--- config.mk ---
export PLATFORM = sky130hd
export DESIGN_NAME = uart_cmd_responder
export DESIGN_NICKNAME = d
export VERILOG_FILES = /design/src/rtl/uart_pkg.sv /design/src/rtl/uart_cmd_timer.sv /design/src/rtl/uart_cmd_responder.sv
export SDC_FILE = /design/constraint.sdc
export NUM_CORES = 1
export LEC_CHECK = 0
export BUFFER_PORTS_ARGS = -buffer_cell sky130_fd_sc_hd__buf_2
export CAP_MARGIN = 25
export CORE_UTILIZATION = 49
export CTS_BUF_LIST = sky130_fd_sc_hd__clkbuf_4 sky130_fd_sc_hd__clkbuf_8 sky130_fd_sc_hd__clkbuf_16
export CTS_CLUSTER_DIAMETER = 80
export CTS_CLUSTER_SIZE = 16
export DETAILED_ROUTE_END_ITERATION = 8
export GPL_ROUTABILITY_DRIVEN = 0
export PLACE_DENSITY = 0.78
export SLEW_MARGIN = 10
export SYNTH_ARGS = -nofsm -noshare
export SYNTH_HDL_FRONTEND = slang
export SYNTH_SLANG_ARGS = --single-unit
--- constraint.sdc ---
create_clock -name clk -period 2.5 [get_ports clk]
set_clock_uncertainty 0.15 [all_clocks]
set_input_delay 0 -clock clk [delete_from_list [all_inputs] [get_ports clk]]
set_output_delay 0 -clock clk [all_outputs]
set_load 0.01 [all_outputs]
--- src/rtl/uart_pkg.sv ---
//------------------------------------------------------------------------------
// Module      : uart_pkg
// Description : Opcodes, response codes, FSM state encoding and small helpers
//               shared by the UART command responder.
// Revision    : 1.0 - initial release
//------------------------------------------------------------------------------
`default_nettype none

package uart_pkg;

    localparam logic [7:0] OP_WR   = 8'h57;
    localparam logic [7:0] OP_RD   = 8'h52;
    localparam logic [7:0] RSP_OK  = 8'h4B;
    localparam logic [7:0] RSP_ERR = 8'h3F;
    localparam logic [7:0] RSP_TO  = 8'h54;

    typedef enum logic [2:0] {
        ST_IDLE     = 3'd0,
        ST_GET_ADDR = 3'd1,
        ST_GET_DATA = 3'd2,
        ST_BUS_WR   = 3'd3,
        ST_BUS_RD   = 3'd4,
        ST_RD_WAIT  = 3'd5,
        ST_SEND     = 3'd6
    } state_t;

    function automatic logic [7:0] sat_inc8(input logic [7:0] v);
        return (v == 8'hFF) ? v : v + 8'd1;
    endfunction

    // An address byte is in range when no bit at or above aw is set.
    function automatic logic addr_in_range(input logic [7:0] a, input int aw);
        return (aw >= 8) || ((a >> aw) == 8'd0);
    endfunction

endpackage

`default_nettype wire

--- src/rtl/uart_cmd_timer.sv ---
//------------------------------------------------------------------------------
// Module      : uart_cmd_timer
// Description : Inter-byte timeout counter; only instantiated by the responder
//               when UART_CMD_TIMEOUT_EN is defined.
// Revision    : 1.0 - initial release
//------------------------------------------------------------------------------
`default_nettype none

module uart_cmd_timer #(
    parameter int TIMEOUT_CYC = 100000,
    parameter int TO_W        = 17
) (
    input  logic clk,
    input  logic reset,
    input  logic i_run,
    input  logic i_clr,
    output logic o_expired
);

    logic [TO_W-1:0] r_cnt;

    always_ff @(posedge clk or negedge reset) begin
        if (!reset) begin
            r_cnt <= '0;
        end else if (i_clr) begin
            r_cnt <= '0;
        end else if (i_run && !o_expired) begin
            r_cnt <= r_cnt + TO_W'(1);
        end
    end

    assign o_expired = (r_cnt == TO_W'(TIMEOUT_CYC - 1));

endmodule

`default_nettype wire

--- src/rtl/uart_cmd_responder.sv ---
//------------------------------------------------------------------------------
// Module      : uart_cmd_responder
// Description : Pops 'W'/'R' command frames from the UART RX FIFO, performs the
//               register-bus access and pushes a one-byte response to TX.
//               Optional inter-byte timeout: define UART_CMD_TIMEOUT_EN.
// Revision    : 1.0 - initial release
//------------------------------------------------------------------------------
`default_nettype none

module uart_cmd_responder
    import uart_pkg::*;
#(
    parameter int ADDR_W      = 4,
    parameter int TIMEOUT_CYC = 100000,
    parameter int TO_W        = 17
) (
    input  logic              clk,
    input  logic              reset,
    input  logic              rx_empty,
    input  logic [7:0]        r_data,
    output logic              rd_uart,
    input  logic              tx_full,
    output logic [7:0]        w_data,
    output logic              wr_uart,
    output logic [ADDR_W-1:0] reg_addr,
    output logic [7:0]        reg_wdata,
    output logic              reg_we,
    output logic              reg_re,
    input  logic [7:0]        reg_rdata,
    output logic              busy,
    output logic [7:0]        err_cnt
);

    state_t            r_state;
    logic [7:0]        r_resp;
    logic [ADDR_W-1:0] r_addr;
    logic [7:0]        r_wdata;
    logic [7:0]        r_err_cnt;
    logic              r_is_wr;
    logic              r_bad;
    logic              w_fetch;
    logic              w_addr_ok;

    assign w_fetch   = (r_state == ST_IDLE) || (r_state == ST_GET_ADDR) ||
                       (r_state == ST_GET_DATA);
    assign w_addr_ok = addr_in_range(r_data, ADDR_W);

`ifdef UART_CMD_TIMEOUT_EN
    logic w_to_run;
    logic w_to_clr;
    logic w_to_expired;

    // Only mid-frame waits are timed; IDLE and every pop restart the count.
    assign w_to_run = (r_state != ST_IDLE) && w_fetch && rx_empty;
    assign w_to_clr = !((r_state == ST_GET_ADDR) || (r_state == ST_GET_DATA)) || rd_uart;

    uart_cmd_timer #(
        .TIMEOUT_CYC (TIMEOUT_CYC),
        .TO_W        (TO_W)
    ) u_timer (
        .clk       (clk),
        .reset     (reset),
        .i_run     (w_to_run),
        .i_clr     (w_to_clr),
        .o_expired (w_to_expired)
    );
`else
    logic w_unused_to;
    assign w_unused_to = ^{TIMEOUT_CYC[0], TO_W[0]};
`endif

    always_ff @(posedge clk or negedge reset) begin
        if (!reset) begin
            r_state   <= ST_IDLE;
            r_resp    <= 8'h00;
            r_addr    <= '0;
            r_wdata   <= 8'h00;
            r_err_cnt <= 8'h00;
            r_is_wr   <= 1'b0;
            r_bad     <= 1'b0;
        end else begin
            case (r_state)
                ST_IDLE: begin
                    if (!rx_empty) begin
                        if (r_data == OP_WR || r_data == OP_RD) begin
                            r_is_wr <= (r_data == OP_WR);
                            r_state <= ST_GET_ADDR;
                        end else begin
                            r_resp    <= RSP_ERR;
                            r_err_cnt <= sat_inc8(r_err_cnt);
                            r_state   <= ST_SEND;
                        end
                    end
                end
                ST_GET_ADDR: begin
                    if (!rx_empty) begin
                        r_bad <= !w_addr_ok;
                        if (w_addr_ok) begin
                            r_addr <= r_data[ADDR_W-1:0];
                        end
                        // A bad write address still swallows its data byte.
                        if (r_is_wr) begin
                            r_state <= ST_GET_DATA;
                        end else if (w_addr_ok) begin
                            r_state <= ST_BUS_RD;
                        end else begin
                            r_resp    <= RSP_ERR;
                            r_err_cnt <= sat_inc8(r_err_cnt);
                            r_state   <= ST_SEND;
                        end
                    end
`ifdef UART_CMD_TIMEOUT_EN
                    else if (w_to_expired) begin
                        r_resp    <= RSP_TO;
                        r_err_cnt <= sat_inc8(r_err_cnt);
                        r_state   <= ST_SEND;
                    end
`endif
                end
                ST_GET_DATA: begin
                    if (!rx_empty) begin
                        if (!r_bad) begin
                            r_wdata <= r_data;
                            r_state <= ST_BUS_WR;
                        end else begin
                            r_resp    <= RSP_ERR;
                            r_err_cnt <= sat_inc8(r_err_cnt);
                            r_state   <= ST_SEND;
                        end
                    end
`ifdef UART_CMD_TIMEOUT_EN
                    else if (w_to_expired) begin
                        r_resp    <= RSP_TO;
                        r_err_cnt <= sat_inc8(r_err_cnt);
                        r_state   <= ST_SEND;
                    end
`endif
                end
                ST_BUS_WR: begin
                    r_resp  <= RSP_OK;
                    r_state <= ST_SEND;
                end
                ST_BUS_RD: begin
                    r_state <= ST_RD_WAIT;
                end
                ST_RD_WAIT: begin
                    r_resp  <= reg_rdata;
                    r_state <= ST_SEND;
                end
                ST_SEND: begin
                    if (!tx_full) begin
                        r_state <= ST_IDLE;
                    end
                end
                default: begin
                    r_state <= ST_IDLE;
                end
            endcase
        end
    end

    // Pop and push must coincide with the capturing/leaving cycle, so they
    // are decoded from the registered state rather than registered again.
    assign rd_uart   = w_fetch && !rx_empty;
    assign wr_uart   = (r_state == ST_SEND) && !tx_full;
    assign w_data    = r_resp;
    assign reg_we    = (r_state == ST_BUS_WR);
    assign reg_re    = (r_state == ST_BUS_RD);
    assign reg_addr  = r_addr;
    assign reg_wdata = r_wdata;
    assign busy      = (r_state != ST_IDLE);
    assign err_cnt   = r_err_cnt;

endmodule

`default_nettype wire

==> reports/metrics.yaml <==
ant_nets: 0
die_area_um2: 3490
path_class: "in2reg"
cp.depth: 9
syn_inst: 149
clk_latency_ps: 330
peakVddDrop_uv: 700
synth_cell_types: 33
holdWs_ps: 99.5
grt_max_degree: 34
p_leak_nw: 1.05
cp_cell_sequence: "dlygate4sd3_1 > buf_2 > nor4_1 > dlygate4sd3_1 > buf_4 > o211ai_1 > o31ai_4 > nor2_2 > mux2_4"
fmax_ghz: 0.435
power.density_nw_per_um2: 1060
syn_nets: 170
h-tree-depth: 2
rsz0062_at_grt: "no"
crit_top_cell: "dlygate4sd3_1"
rrSetupSlack_ps: 400
drt_iter0_drc: 72
drive_above_1_share_pct: 36.3
nNetsFinal: 246
hold_viol_final: 0
fp.coreArea_um2: 3080
final_max_slew_viol_count: 0
endpoint_kind: "flip-flop"
start_util_pct: 51.9
firstDrtPassIters: 4
post-cts-setup-buffers: 0
wl_um: 4110
crit_fanout: 8
cts.sinks: 33
hpwl_um: 2660
synthTopCellsByArea: "dfrtp_1, mux2_2, xor2_1"
grt_overflow: 0
period_needed_ps: 2300
tightest_slew_ps: 727
cts_buffers: 5
timing.max_cap.violations: 0
syn_avg_cell_area_um2: 10.7
areaGrowthSynthToFinish_pct: 38.1
grt.total_usage_pct: 25.3
cpLargestDelayFamily: "buffers and inverters"
final_common_cell: "buf_2"
reg2reg_from: "r_state[2]$_DFFE_PN0P_"
synth_area_leader_cell: "dfrtp_1"
slowest_stage: "dlygate4sd3_1"
yosysSeqAreaShare_pct: 51.7
ioPinCount: 53
preCtsSetupSlack_ps: 431
cp_data_required_time_ps: 2580
ys_warn_count: 0
r2r-end: "err_cnt[1]$_DFFE_PN0P_"
critPathBufInv: 4
die_x_um: 59.1
vias_per_cell: 5.55
arrival_ps: 2380
final_cell_mix: "buf_2, dfrtp_1, dlygate4sd3_1"
setup_tns_ps: 0
grt_pass1_vias: 1379
critical_path.max_stage_delay_ps: 550
netlist.area_leader.share_pct: 51.7
drc: 0
rows: 20
antenna_found_initial: 0
setup_slack_ps: 199
cts_root_buffer: "clkbuf_4"
fp.dieH_um: 59.1
cts_tree: "built"
clk_pin_slew_worst_paths_ps: 100
hold_class: "in2async"
ys_seq_elements: 33
start_kind: "primary input"
max_slew_margin_pct: 51.5
via_count: 1498
r2r_cells: 4
setup_viol: 0
diodes: 0
grt_first_pass_wirelength_um: 6480
netlist_area_um2: 1600
period_share_pct: 92.0
wl_per_cell_um: 15.2
status: "completed"
portBuffers: 52
cts_buffer_depth: 2
[worst max-delay path by stage]
stage                                      start                endpoint  slack, ps
after global routing                   r_data[6]  err_cnt[7]$_DFFE_PN0P_        110
after CTS                              r_data[4]  err_cnt[5]$_DFFE_PN0P_        260
after detailed placement  r_state[2]$_DFFE_PN0P_  err_cnt[1]$_DFFE_PN0P_        430
final                                  r_data[6]  err_cnt[1]$_DFFE_PN0P_        200
after global placement    r_state[2]$_DFFE_PN0P_  err_cnt[1]$_DFFE_PN0P_        520
after floorplan           r_state[1]$_DFFE_PN0P_  err_cnt[1]$_DFFE_PN0P_        460
[worst register-to-register path, cell delays in order, from the launching register on]
cell	delay, ps
dfrtp_1	460
or3_1	480
o31ai_4	470
nor2_2	120
mux2_4	320
[state kept, by name, summed over array words and instances (netlist names)]
name       flops
err_cnt        8
r_bad          1
r_is_wr        1
r_state        3
reg_addr       4
reg_wdata      8
w_data         8
[final cells by class]
class                   count  area (um2)
clock buffers               7        58.8
clock inverters             1        30.0
fillers                   221         872
inverters                   6        22.5
multi-input cells         102         716
flip-flops and latches     33         826
well taps                  44        55.1
repair buffers             77         498
[logic make-up (layout without fill, tap and decap cells)]
| logic type | after synthesis | in the layout | synth area share (%) |
|---|---|---|---|
| buffers and inverters | 14 | 91 | 3.52 |
| multiplexers | 14 | 14 | 10.0 |
| AO/OA/AOI/OAI | 33 | 33 | 13.9 |
| flip-flops | 33 | 33 | 51.7 |
| adder cells (fa/ha/maj) | 1 | 1 | 0.783 |
| AND/OR/NAND/NOR | 46 | 46 | 15.7 |
| XOR/XNOR | 8 | 8 | 4.39 |
[stage by stage]
| stage | cells | utilization [%] | cell area (um2) | total power [mW] |
|---|---|---|---|---|
| floorplan | 149 | - | 1600 | 1.52 |
| global placement | 242 | 62.3 | 1920 | 1.82 |
| detailed placement | 242 | 62.3 | 1920 | 1.88 |
| CTS | 270 | 71.7 | 2210 | 2.33 |
| global route | 270 | 71.7 | 2210 | 2.48 |
| finish | 270 | 71.7 | 2210 | 2.33 |
[cell usage after synthesis]
| cell | instances |
|---|---|
| a21oi_1 | 8 |
| a22o_1 | 1 |
| a2bb2oi_1 | 3 |
| a31oi_1 | 2 |
| and4_1 | 1 |
| buf_2 | 3 |
| clkbuf_1 | 5 |
| dfrtp_1 | 33 |
| ha_1 | 1 |
| inv_1 | 6 |
| mux2_2 | 12 |
| mux2_4 | 1 |
| mux2i_1 | 1 |
| nand2_1 | 10 |
| nand2b_1 | 2 |
| nand3_1 | 7 |
| nand4b_1 | 1 |
| nor2_1 | 5 |
| nor2_2 | 2 |
| nor2b_1 | 2 |
| nor3_1 | 5 |
| nor4_1 | 4 |
| nor4b_1 | 4 |
| o211ai_1 | 2 |
| o21ai_0 | 8 |
| o21ai_1 | 3 |
| o221ai_1 | 1 |
| o22a_1 | 3 |
| o31ai_4 | 1 |
| o32ai_1 | 1 |
| or2_2 | 1 |
| or3_1 | 2 |
| xor2_1 | 8 |
[power breakdown]
group          internal, mW  leakage [nW]  total [mW]  switching [mW]
Combinational         0.476         0.611        1.04           0.568
Sequential            0.718         0.393       0.860           0.142
Clock                 0.250        0.0489       0.428           0.178
[what timing repair did]
action | in CTS | in global routing
gates resized for setup | 0 | 0
hold buffers | 20 | 0
hold endpoints to repair | 58 | 0
[metal layers]
metal	GRT usage, %	wire, um	share of wire (%)	up-vias
li1	-	-	-	688
met3	5.68	258	6.3	13
met5	0	0	0	-
met1	31.4	1660	40	727
met2	42.5	2080	51	70
met4	10.9	108	2.6	0
Power figures use the tool's default switching activity.
